`config.mk`:
```
export PLATFORM = sky130hd
export DESIGN_NAME = ddr3_port_arbiter
export DESIGN_NICKNAME = d
export VERILOG_FILES = /design/src/rtl/ddr3_port_arbiter.sv
export SDC_FILE = /design/constraint.sdc
export NUM_CORES = 1
export LEC_CHECK = 0
export BUFFER_PORTS_ARGS = -buffer_cell sky130_fd_sc_hd__buf_2
export CORE_AREA = 2 2 143 145
export DETAILED_ROUTE_END_ITERATION = 12
export DIE_AREA = 0 0 145 147
export PLACE_DENSITY = 0.53
export SYNTH_ARGS = -nofsm -noshare
export SYNTH_HDL_FRONTEND = slang
export SYNTH_SLANG_ARGS = --single-unit
```
`constraint.sdc`:
```
create_clock -name ui_clk -period 2.6 [get_ports ui_clk]
set_clock_uncertainty 0.05 [all_clocks]
set_input_delay 0.13 -clock ui_clk [delete_from_list [all_inputs] [get_ports ui_clk]]
set_output_delay 0.13 -clock ui_clk [all_outputs]
set_load 0.05 [all_outputs]
```
`src/rtl/ddr3_port_arbiter.sv`:
```
// Shares one MIG app_* port between the capture write path and the USB readback path.
// Combinational strobes with no added latency; writes have priority and bursts are bounded per grant.
module ddr3_port_arbiter #(
  parameter int pADDR_WIDTH      = 30,
  parameter int pDATA_WIDTH      = 64,
  parameter int pMAX_BURST       = 16,
  parameter int pMAX_OUTSTANDING = 32
) (
  input  logic                                  ui_clk,
  input  logic                                  reset,
  input  logic                                  wr_req,
  input  logic [pADDR_WIDTH-1:0]                wr_addr,
  input  logic [pDATA_WIDTH-1:0]                wr_data,
  output logic                                  wr_ack,
  input  logic                                  rd_req,
  input  logic [pADDR_WIDTH-1:0]                rd_addr,
  output logic                                  rd_ack,
  output logic [pDATA_WIDTH-1:0]                rd_data,
  output logic                                  rd_data_valid,
  output logic [pADDR_WIDTH-1:0]                app_addr,
  output logic [2:0]                            app_cmd,
  output logic                                  app_en,
  input  logic                                  app_rdy,
  output logic [pDATA_WIDTH-1:0]                app_wdf_data,
  output logic                                  app_wdf_wren,
  output logic                                  app_wdf_end,
  input  logic                                  app_wdf_rdy,
  input  logic [pDATA_WIDTH-1:0]                app_rd_data,
  input  logic                                  app_rd_data_valid,
  output logic                                  grant_wr,
  output logic                                  grant_rd,
  output logic [$clog2(pMAX_OUTSTANDING):0]     rd_outstanding,
  output logic                                  rd_underflow
);

  localparam int OW = $clog2(pMAX_OUTSTANDING) + 1;
  localparam int BW = (pMAX_BURST > 1) ? $clog2(pMAX_BURST) : 1;

  typedef enum logic [1:0] {IDLE, WRITE, READ} state_t;

  state_t        state_q, state_d;
  logic [BW-1:0] burst_q;
  logic [OW-1:0] out_q;
  logic          uf_q;
  logic          rd_room;
  logic          burst_last;
  logic          accept;

  assign rd_room    = out_q < OW'(pMAX_OUTSTANDING);
  assign burst_last = burst_q == BW'(pMAX_BURST - 1);
  assign accept     = wr_ack | rd_ack;

  always_comb begin
    state_d      = state_q;
    app_cmd      = 3'b000;
    app_addr     = wr_addr;
    app_en       = 1'b0;
    app_wdf_wren = 1'b0;
    wr_ack       = 1'b0;
    rd_ack       = 1'b0;
    case (state_q)
      IDLE: begin
        if (wr_req)      state_d = WRITE;
        else if (rd_req) state_d = READ;
      end
      WRITE: begin
        app_en       = wr_req & app_wdf_rdy;
        app_wdf_wren = wr_req & app_rdy;
        wr_ack       = wr_req & app_rdy & app_wdf_rdy;
        if (!wr_req)
          state_d = rd_req ? READ : IDLE;
        else if (rd_req && wr_ack && burst_last)
          state_d = READ;
      end
      READ: begin
        app_cmd  = 3'b001;
        app_addr = rd_addr;
        app_en   = rd_req & rd_room;
        rd_ack   = app_en & app_rdy;
        // A pending write reclaims the port when reads are blocked, the burst is spent,
        // or the read grant has not yet made any progress.
        if (!rd_req)
          state_d = wr_req ? WRITE : IDLE;
        else if (wr_req && (!rd_room || (rd_ack && burst_last) ||
                            (burst_q == '0 && !rd_ack)))
          state_d = WRITE;
      end
      default: state_d = IDLE;
    endcase
  end

  always_ff @(posedge ui_clk or posedge reset) begin
    if (reset) begin
      state_q <= IDLE;
      burst_q <= '0;
      out_q   <= '0;
      uf_q    <= 1'b0;
    end else begin
      state_q <= state_d;
      // Saturates so a long single-sided grant yields on the next accept once the other side asks.
      if (state_d != state_q)
        burst_q <= '0;
      else if (accept && !burst_last)
        burst_q <= burst_q + 1'b1;
      case ({rd_ack, app_rd_data_valid})
        2'b10: out_q <= out_q + 1'b1;
        2'b01: begin
          if (out_q == '0) uf_q <= 1'b1;
          else             out_q <= out_q - 1'b1;
        end
        default: out_q <= out_q;
      endcase
    end
  end

  assign app_wdf_end    = app_wdf_wren;
  assign app_wdf_data   = wr_data;
  assign rd_data        = app_rd_data;
  assign rd_data_valid  = app_rd_data_valid;
  assign grant_wr       = state_q == WRITE;
  assign grant_rd       = state_q == READ;
  assign rd_outstanding = out_q;
  assign rd_underflow   = uf_q;

endmodule

```
=== After elaboration in Yosys (flattened, before gate mapping) ===
Index checks and enable logic that the tools add are counted.

* Flip-flop bits (word level): 13
* Bits in latches: 0
* RAM bits: 0
* ROM bits: 0
* Input port bits: 195
* Output and inout bits: 176
* Logic and storage cells: 58
* Memories: 0

* $add $sub $neg: 3
* Multipliers: 0
* Divide/modulo/power cells: 0
* Magnitude comparators: 1
* Equal/unequal tests: 7
* Shift-type cells: 0
* Mux-type cells: 19
* Bitwise logic cells: 6
* Reduce and logical (&&, ||, !) cells: 18

{| class="wikitable"
|+ Operator list
! kind !! number
|-
| $mux 30 || 1
|-
| $mux 2 || 7
|-
| $pmux 6 s2 || 1
|-
| $mux 4 || 2
|-
| $add 6x1->6 const B || 1
|-
| $logic_and 1x1->1 || 6
|-
| $logic_not 6->1 || 1
|-
| $lt 6x6->1 const B || 1
|-
| $mux 6 || 1
|-
| $pmux 2 s3 || 1
|-
| $sub 6x1->6 const B || 1
|-
| $and 1x1->1 || 5
|-
| $mux 1 || 5
|-
| $add 4x1->4 const B || 1
|-
| $eq 2x1->1 const B || 2
|-
| $eq 2x2->1 const B || 2
|-
| $eq 4x4->1 const B || 1
|-
| $logic_not 4->1 || 1
|-
| $reduce_and 2->1 || 2
|-
| $reduce_bool 2->1 || 2
|-
| $logic_not 1->1 || 3
|-
| $logic_not 2->1 || 1
|-
| $logic_or 1x1->1 || 2
|-
| $ne 2x2->1 || 1
|-
| other kinds (3) || 3
|}

=== Logic depth before layout (Yosys ltp) ===
Gate-level depths: netlist (run 1).

* Depth after elaboration: 12
* Gate-level depth with buffers: 11
* Mapped depth without buffers: 10

=== Worst setup path before layout (run 1) ===
OpenSTA, ideal clock, no wires.

* Path type: flip-flop to flip-flop
* From: register state_q[0]
* To: register out_q[3] (netlist: rd_outstanding[3])
* Setup time: 0.125 ns
* Arrival: 2.813 ns
* Data required time: 2.425 ns
* Setup slack: -0.389 ns
* Cell stages (with the launch flop): 12
* Buffers on the path: 1
* Clock period less this slack: 2.989 ns
* Cell sequence: dfrtp_1 -> inv_1 -> ha_1 -> clkbuf_8 -> nand4b_2 -> nand2_1 -> inv_1 -> ha_1 -> a21o_2 -> a211oi_1 -> nor2_1 -> mux2_4

* Word-level cells in the longest chain between the ends: 5
* Elaborated cells on any way between the ends: 8
* Those cells by class: eq/ne (4); mux (2); reduce/logical (2)

{| class="wikitable"
|+ Ends and longest elaborated chain
! item !! RTL line !! RTL
|-
| start, declared || 41 || <nowiki>state_t state_q, state_d;</nowiki>
|-
| start signal, assigned || 99 || <nowiki>state_q <= state_d;</nowiki>
|-
| $eq 2x2->1 * || - ||
|-
| named net grant_rd || 31 || <nowiki>output logic grant_rd,</nowiki>
|-
| $mux 1 * || 61 || <nowiki>case (state_q)</nowiki>
|-
| $eq 2x1->1 or $eq 2x2->1 (tied branches) || 105 || <nowiki>case ({rd_ack, app_rd_data_valid})</nowiki>
|-
| $ne 2x2->1 (no line) or $reduce_bool 2->1 (tied branches) || - ||
|-
| $reduce_and 2->1 (no line) || - ||
|-
| end signal, assigned || 106 || <nowiki>2'b10: out_q <= out_q + 1'b1;</nowiki>
|-
| end signal, assigned || 109 || <nowiki>else out_q <= out_q - 1'b1;</nowiki>
|-
| end signal, assigned || 111 || <nowiki>default: out_q <= out_q;</nowiki>
|-
| end, declared || 43 || <nowiki>logic [OW-1:0] out_q;</nowiki>
|}

The timed path passes the listed nets; every way through them passes the cells marked *.
A chain may end at the register's enable or synchronous reset.

=== Final worst setup path (run 1) ===
* From: register state_q[1]
* To: register out_q[3] (netlist: rd_outstanding[3])

* Word-level cells in the longest chain between the ends: 5
* Elaborated cells on any way between the ends: 8
* Those cells by class: eq/ne (4); mux (2); reduce/logical (2)

{| class="wikitable"
|+ Ends and longest elaborated chain
! item !! RTL line
|-
| $eq 2x2->1 * || 61
|-
| $mux 1 * || 61
|-
| $eq 2x1->1 or $eq 2x2->1 (tied branches) || 105
|-
| $ne 2x2->1 (no line) or $reduce_bool 2->1 (tied branches) || -
|-
| $reduce_and 2->1 (no line) || -
|}

Every way passes the cells marked *; elsewhere a longest branch is shown, timed or not.

==> results of run 1 <==
-- final cells by class --
class	count	area share (%)
Multi-Input combinational cell	132	44.8
Timing Repair Buffer	117	23.7
Tap cell	270	13.3
Sequential cell	13	12.8
Clock buffer	3	2.96
Inverter	15	2.22
Clock inverter	1	0.197
-- Yosys cell counts (3+ instances only) --
cell type and number:
buf_4 133, ha_1 10, o31ai_1 3, nor2_1 5
o211ai_1 4, xnor2_1 4, nor3b_1 3, clkbuf_1 3
nand2_1 10, o21ai_0 5, a21oi_1 5, mux2_2 30
inv_1 15, and3_1 3, mux2i_1 3, dfrtp_1 13
a211oi_1 3, buf_2 3, nor4_1 4
-- cells in the final DEF (no fill, tap or decap), types with 2 or more instances in the layout --
cell type	n
a211oi_1	3
a21boi_0	2
a21o_1	2
a21oi_1	5
and3_1	3
buf_2	112
buf_4	4
clkbuf_16	3
conb_1	2
dfrtp_1	13
ha_1	9
inv_1	15
mux2_2	30
mux2_4	2
mux2i_1	3
nand2_1	9
nand2b_1	2
nand3_1	2
nand4_1	2
nor2_1	5
nor2b_1	2
nor3b_1	3
nor4_1	4
o211ai_1	4
o21ai_0	5
o221ai_1	2
o31ai_1	3
o32ai_1	2
or2_2	2
or4_1	2
xnor2_1	4
-- metrics by stage --
step	hold slack (ns)	setup slack (ns)	instances	power, uW	instance area, um2
6_report	0.210	0.252	551	2710	2530
3_5_place_dp	0.156	0.249	546	2440	2440
4_1_cts	0.210	0.239	551	2740	2530
5_1_grt	0.210	0.108	551	2880	2530
3_3_place_gp	0.148	0.317	546	2440	2440
2_1_floorplan	-0.0430	0.0193	300	2530	2550
-- worst max-delay path by stage --
stage                                               end            startpoint  slack (ns)  cells past startpoint
after floorplan           rd_outstanding[3]$_DFFE_PP0P_  state_q[0]$_DFF_PP0_        0.02                     11
after global placement    rd_outstanding[3]$_DFFE_PP0P_  state_q[0]$_DFF_PP0_        0.32                     10
after detailed placement  rd_outstanding[3]$_DFFE_PP0P_  state_q[1]$_DFF_PP0_        0.25                      9
after CTS                 rd_outstanding[3]$_DFFE_PP0P_  state_q[1]$_DFF_PP0_        0.24                      9
after global routing      rd_outstanding[3]$_DFFE_PP0P_  state_q[0]$_DFF_PP0_        0.11                     10
final                     rd_outstanding[3]$_DFFE_PP0P_  state_q[1]$_DFF_PP0_        0.25                      9
-- state kept, by name, indices dropped and copies added, names as in the netlist --
name and flops:
rd_outstanding 6, burst_q 4, state_q 2, rd_underflow 1
-- logic make-up after synthesis --
| logic type | count (synthesis) | synth area share, % |
|---|---|---|
| compound gates | 39 | 11.6 |
| xor+xnor | 4 | 1.39 |
| fa+ha+maj | 11 | 5.74 |
| buf+inv | 155 | 43.3 |
| flops | 13 | 12.9 |
| mux | 35 | 15.7 |
| other cells | 1 | 0.148 |
| simple gates | 41 | 9.16 |
-- worst register-to-register path: stages (launching register included) --
cell and delay [ns]:
dfrtp_1 0.49, ha_4 0.24, nand4b_4 0.12, nand2_2 0.12, inv_1 0.09, ha_1 0.35, nand2_1 0.08, o21ai_0 0.34
nor2_1 0.09, mux2_4 0.27
-- timing repair --
item	CTS	global route
hold endpoints to repair	13	0
hold buffers	1	0
setup buffers	0	0
-- report_power, final --
part / switching [uW] / leakage [uW] / internal, uW
Sequential: 84.2 / 0.000160 / 274
Clock: 86.1 / 0.0000409 / 205
Combinational: 1380 / 0.000952 / 686
Total: 1550 / 0.00115 / 1160
-- layer usage --
layer | GRT usage, % | up-vias | wire length, um
met2 | 10.8 | 130 | 3510
met4 | 4.65 | 0 | 517
met3 | 2.64 | 60 | 903
met1 | 5.37 | 795 | 2310
li1 | - | 850 | -
met5 | 0 | - | 0
==> results.md, run 1 <==
| Stage | Result | This run |
|---|---|---|
| floorplanning | Row cnt | 52 |
| clocking | CTS clk-pin slew, worst paths | 0.05 ns |
| detailed routing | Via/cell ratio | 3.33 |
| job | Count of max-cap constraint violations | 0 |
| global route | Via count of the first global-routing pass | 1788 |
| global route | Number of antenna violations at the first check in global routing | 0 |
| power | Peak supply drop | 249 uV |
| detailed routing | Number of design rule violations left after detail routing | 0 |
| worst setup path | CP Data Arrival Time | 2.42 ns |
| sta | Setup repair after global routing missed its margin | no |
| worst setup path | Crit-path leading delay family | adder cells |
| floorplanning | Die X-Extent | 145 um |
| floorplanning | Number of I/O pins | 371 |
| detailed routing | Detailed Route WL | 7240 um |
| clocking | Maximum count of clock buffers along a single path | 2 |
| synthesis | Avg Cell Area, Syn | 8.45 um2 |
| power | Total power divided by cell area | 1070 mW/mm2 |
| final layout | Area overhead of the layout relative to synthesis | 0.297% |
| place | Port bufs | 112 |
| final layout | Storage element area | 325 um2 |
| place | Detailed-placement wirelength estimate | 6190 um |
| global route | Global-route usage over all layers | 6.03% |
| worst setup path | Beginning of the worst register-to-register path | state_q[1]$_DFF_PP0_ |
| final layout | Area occupied by multi-input gates | 0.00113 mm2 |
| hold path | Worst hold path depth | 0 |
| sta | TNS Setup | 0 ns |
| outcome | Run status | complete, no violations |
| synthesis | Top post-synthesis cells by area | buf_4, mux2_2, dfrtp_1 |
| detailed routing | Drt first-iter violations | 37 |
| global route | Grt ovf | 0 |
| global route | Wire length of the first global-routing pass | 10000 um |
| clocking | Latest clock arrival within the worst-skew pair | 0.24 ns |
| synthesis | Synthesized netlist cell count | 299 |
| synthesis | Dominant cell type by area after synthesis | buf_4 |
| detailed routing | Antenna Violating Nets Remaining | 0 |
| clocking | H-tree level count | 1 |
| floorplanning | Starting utilization of the core area | 12.7% |
| final layout | Number of antenna repair diodes | 0 |
| hold path | Type of the worst min-delay path | input pin to output pin |
| global route | Maximum number of pins on one net before global-route repair | 32 |
| worst setup path | Reg2Reg Setup Slack | 0.25 ns |
| hold path | Launch point of the worst hold path | wr_data[10] |
| sta | Final slew viol count | 0 |
| worst setup path | Slowest stage cell, crit path | dfrtp_1 |
| sta | Min Tclk post-route | 2.35 ns |
| final layout | Fillers | 2251 |
| floorplanning | Height of the chip | 147 um |
| sta | Least-Margin Pin Slew | 0.589 ns |
| sta | # setup viols final | 0 |
| final layout | Nets | 488 |
| clocking | Clock tree from TritonCTS | yes |
| floorplanning | Core Region | 0.0198 mm2 |
| detailed routing | Number of detailed-routing iterations run before antenna repair | 4 |
| worst setup path | CP Data Required Time | 2.67 ns |
| synthesis | Post-synthesis cell area | 0.00253 mm2 |
| worst setup path | Depth of the most critical reg-to-reg path | 9 |
| hold path | Worst Hold Path EP | app_wdf_data[10] |
| sta | Relative max-transition margin | 60.6% |
| clocking | Total clock buffers created by CTS | 3 |
| detailed routing | Post-DR wirelength/cell | 13.1 um |
| detailed routing | Total via count after detailed routing | 1835 |
| synthesis | Leading register cell type out of synthesis | dfrtp_1 |
| worst setup path | Destination of the worst register-to-register timing path | rd_outstanding[3]$_DFFE_PP0P_ |
| place | Last weighted congestion value of the routability-driven placer | 0.783 |
| synthesis | Library cells used by synthesis | 48 |
| floorplanning | Total Die Area | 0.0213 mm2 |
| synthesis | YS warnings | 0 |
| sta | Peak Freq | 426 MHz |
| synthesis | Part of the Yosys area used for sequential elements | 12.9% |
| worst setup path | WS Path Type | register to register |
| worst setup path | Startpoint types | register |
| clocking | Count of clock tree sinks | 13 |
| worst setup path | Highest net fanout along the worst path | 9 |
| synthesis | Fraction of registers with async set/reset | 100% |
| final layout | Util after Layout | 12.8% |
| power | Leak pwr | 0.00115 uW |
| worst setup path | Crit end category | register |
| clocking | Clock root buffer master | clkbuf_16 |
| clocking | Post_cts resized | 0 |
| final layout | Fraction of final layout cells sized beyond drive strength 1 | 57.3% |
| synthesis | Area share of the largest cell type after synthesis | 39.5% |
| worst setup path | Critical path buffers and inverters | 1 |
| worst setup path | Ordered list of cells on the worst path | ha_4 > nand4b_4 > nand2_2 > inv_1 > ha_1 > nand2_1 > o21ai_0 > nor2_1 > mux2_4 |
| worst setup path | Largest stage delay, worst path | 0.49 ns |
| synthesis | Count of state elements after synthesis | 13 |
| sta | Portion of the clock cycle consumed by the worst path in the final layout | 90.3% |
| sta | Hold Fails Final Rpt | 0 |
| synthesis | Number of flops mapped to enable cells by yosys | 0 |
Power figures use the tool's default switching activity.
==> inputs of run 2 (changes only) <==
--- a/config.mk
+++ b/config.mk
@@ -6,10 +6,10 @@
 export NUM_CORES = 1
 export LEC_CHECK = 0
 export BUFFER_PORTS_ARGS = -buffer_cell sky130_fd_sc_hd__buf_2
-export CORE_AREA = 2 2 143 145
+export CORE_AREA = 5 5 142 144
 export DETAILED_ROUTE_END_ITERATION = 12
-export DIE_AREA = 0 0 145 147
-export PLACE_DENSITY = 0.53
+export DIE_AREA = 0 0 147 149
+export PLACE_DENSITY = 0.55
 export SYNTH_ARGS = -nofsm -noshare
 export SYNTH_HDL_FRONTEND = slang
 export SYNTH_SLANG_ARGS = --single-unit
==> constraint.sdc (replaced) <==
create_clock -name ui_clk -period 2.6 [get_ports ui_clk]
set_clock_uncertainty 0.05 [all_clocks]
set_input_delay 0.52 -clock ui_clk [delete_from_list [all_inputs] [get_ports ui_clk]]
set_output_delay 0.52 -clock ui_clk [all_outputs]
set_load 0.05 [all_outputs]
==> run 2 against run 1 <==
  * Final cell count is 6.4% lower
  * Register-to-register slack better by 0.03 ns
  * Combinational power hardly changed
  * Cell area is 1.0% lower
  * First-iteration DRC count is 110% higher
  * Sequential share of layout area is 0.13 points higher
  * Non-clock buffer count is 1 higher
  * Critical path depth is 3 lower
  * Sequential power is 3% higher
  * Largest cell class unchanged
  * Highest routed layer unchanged
==> results.md, run 2 (synthesis gave the netlist of run 1 again) <==
| Stage | Result | This run | vs previous |
|---|---|---|---|
| sta | Setup repair after global routing missed its margin | no | unchanged |
| detailed routing | Antenna Violating Nets Remaining | 0 | unchanged |
| clocking | Total clock buffers created by CTS | 3 | unchanged |
| global route | Maximum number of pins on one net before global-route repair | 39 | was 32 |
| worst setup path | CP Data Arrival Time | 1.86 ns | was 2.42 ns |
| clocking | Number of buffers added to fix hold violations after cts | 0 | was 1 |
| global route | Number of antenna violations at the first check in global routing | 0 | unchanged |
| worst setup path | Ordered list of cells on the worst path | ha_4 > buf_12 > nand2_1 > o21ai_0 > and2_1 > buf_2 | was ha_4 > nand4b_4 > nand2_2 > inv_1 > ha_1 > nand2_1 > o21ai_0 > nor2_1 > mux2_4 |
| final layout | Most used cells in the layout excluding fill and tap cells | buf_2, mux2_2, inv_1, dfrtp_1, nand2_1 | was buf_2, mux2_2, inv_1, dfrtp_1 |
| sta | Least-Margin Pin Slew | 0.622 ns | was 0.589 ns |
| final layout | Fillers | 2086 | was 2251 |
| clocking | H-tree level count | 1 | unchanged |
| sta | Hold Fails Final Rpt | 0 | unchanged |
| sta | Portion of the clock cycle consumed by the worst path in the final layout | 93.4% | was 90.3% |
| detailed routing | Number of detailed-routing iterations run before antenna repair | 4 | unchanged |
| sta | Worst setup margin | 0.171 ns | was 0.252 ns |
| worst setup path | Largest stage delay, worst path | 0.50 ns | was 0.49 ns |
| floorplanning | Total Die Area | 0.0219 mm2 | was 0.0213 mm2 |
| clocking | CTS clk-pin slew, worst paths | 0.05 ns | about the same |
| floorplanning | Number of I/O pins | 371 | unchanged |
| sta | Min Tclk post-route | 2.43 ns | was 2.35 ns |
| clocking | Post_cts resized | 0 | unchanged |
| worst setup path | Reg2Reg Setup Slack | 0.28 ns | was 0.25 ns |
| worst setup path | Slowest stage cell, crit path | dfrtp_1 | unchanged |
| final layout | Most common cell after layout, fill and taps aside | buf_2 | unchanged |
| floorplanning | Die X-Extent | 147 um | was 145 um |
| outcome | Run status | complete, no violations | unchanged |
| clocking | Count of clock tree sinks | 13 | unchanged |
| power | Total power divided by cell area | 1090 mW/mm2 | was 1070 mW/mm2 |
| floorplanning | Starting utilization of the core area | 13.6% | was 12.7% |
| job | Count of max-cap constraint violations | 0 | unchanged |
| sta | TNS Setup | 0 ns | unchanged |
| sta | Relative max-transition margin | 58.4% | was 60.6% |
| global route | Via count of the first global-routing pass | 1967 | was 1788 |
| final layout | Area overhead of the layout relative to synthesis | -0.742% | was 0.297% |
| power | Leak pwr | 0.00116 uW | was 0.00115 uW |
| place | Last weighted congestion value of the routability-driven placer | 0.769 | was 0.783 |
| detailed routing | Via/cell ratio | 3.62 | was 3.33 |
| final layout | Area occupied by multi-input gates | 0.00114 mm2 | was 0.00113 mm2 |
| worst setup path | Highest net fanout along the worst path | 38 | was 9 |
| sta | Smallest hold slack | 0.275 ns | was 0.210 ns |
| place | Detailed-placement wirelength estimate | 6830 um | was 6190 um |
| detailed routing | Post-DR wirelength/cell | 15.1 um | was 13.1 um |
| global route | Wire length of the first global-routing pass | 11400 um | was 10000 um |
| global route | Global-route usage over all layers | 6.56% | was 6.03% |
| sta | # setup viols final | 0 | unchanged |
| place | Placed Area | 0.00243 mm2 | was 0.00244 mm2 |
| worst setup path | Crit end category | output pin | was register |
| detailed routing | Detailed Route WL | 7810 um | was 7240 um |
| power | Peak supply drop | 327 uV | was 249 uV |
| place | Pre-CTS worst setup slack | 0.289 ns | was 0.249 ns |
| detailed routing | Drt first-iter violations | 78 | was 37 |
| hold path | Type of the worst min-delay path | input pin to async pin | was input pin to output pin |
| floorplanning | Height of the chip | 149 um | was 147 um |
| final layout | Number of antenna repair diodes | 0 | unchanged |
| final layout | Fraction of final layout cells sized beyond drive strength 1 | 57.8% | was 57.3% |
| clocking | Clock root buffer master | clkbuf_16 | unchanged |
| floorplanning | Row cnt | 50 | was 52 |
| clocking | Latest clock arrival within the worst-skew pair | 0.24 ns | about the same |
| final layout | Nets | 489 | was 488 |
| worst setup path | WS Path Type | register to output pin | was register to register |
| clocking | Post-CTS setup repair buffer count | 0 | unchanged |
| floorplanning | Core Region | 0.0186 mm2 | was 0.0198 mm2 |
| final layout | Final standard cell area without fillers | 0.00251 mm2 | was 0.00253 mm2 |
| sta | Final slew viol count | 0 | unchanged |
| worst setup path | CP Data Required Time | 2.03 ns | was 2.67 ns |
| final layout | Storage element area | 325 um2 | unchanged |
| detailed routing | Number of design rule violations left after detail routing | 0 | unchanged |
| clocking | Clock tree from TritonCTS | yes | unchanged |
| power | Total power draw | 2750 uW | was 2710 uW |
| worst setup path | Startpoint types | register | unchanged |
| clocking | Maximum count of clock buffers along a single path | 2 | unchanged |
| sta | Peak Freq | 412 MHz | was 426 MHz |
| detailed routing | Total via count after detailed routing | 1868 | was 1835 |
| worst setup path | Depth of the most critical reg-to-reg path | 9 | unchanged |
| global route | Grt ovf | 0 | unchanged |
| place | Port bufs | 112 | unchanged |
| final layout | Flip-flop count of the largest register, all copies and words added | 6 | unchanged |
## run 2: layout make-up
| class | instances | share of cell area (%) |
|---|---|---|
| clock buffers | 4 | 3.14 |
| inverters | 15 | 2.24 |
| well taps | 234 | 11.7 |
| flip-flops and latches | 13 | 13.0 |
| multi-input cells | 132 | 45.3 |
| repair buffers | 118 | 24.6 |
## run 2: final timing paths
path,from,to
hold reg to reg,rd_underflow$_DFFE_PP0P_,rd_underflow$_DFFE_PP0P_
setup / recovery,state_q[1]$_DFF_PP0_,app_en
setup reg to reg,state_q[1]$_DFF_PP0_,rd_outstanding[5]$_DFFE_PP0P_
min in group ui_clk,rd_underflow$_DFFE_PP0P_,rd_underflow$_DFFE_PP0P_
hold / removal,reset,rd_outstanding[1]$_DFFE_PP0P_
max in group asynchronous,reset,state_q[1]$_DFF_PP0_
## run 2: per-layer routing
metal  up-vias  wire length, um  GRT usage, %
met5         -                0             0
met4         0              310          3.08
met3        40             1310          4.31
met2       172             3590          10.8
met1       800             2600          6.42
li1        856                -             -
## run 2: per-stage QoR
step	utilization, %	instances
floorplan	-	300
global route	13.5	516
CTS	13.5	516
global placement	13.1	512
finish	13.5	516
detailed placement	13.1	512
## run 2: worst max-delay path: cells and delay by family (launching register included)
family	cells	cell delay [ns]
AOI/OAI and AO/OA	1	0.14
adders and majority gates	1	0.21
buffers and inverters	2	0.47
DFF	1	0.50
and+or+nand+nor	2	0.29
## run 2: where the power goes
group,switching (uW),internal (uW),total [uW]
clock network,87.2,207,294
logic,1380,704,2080
registers,96.0,274,370
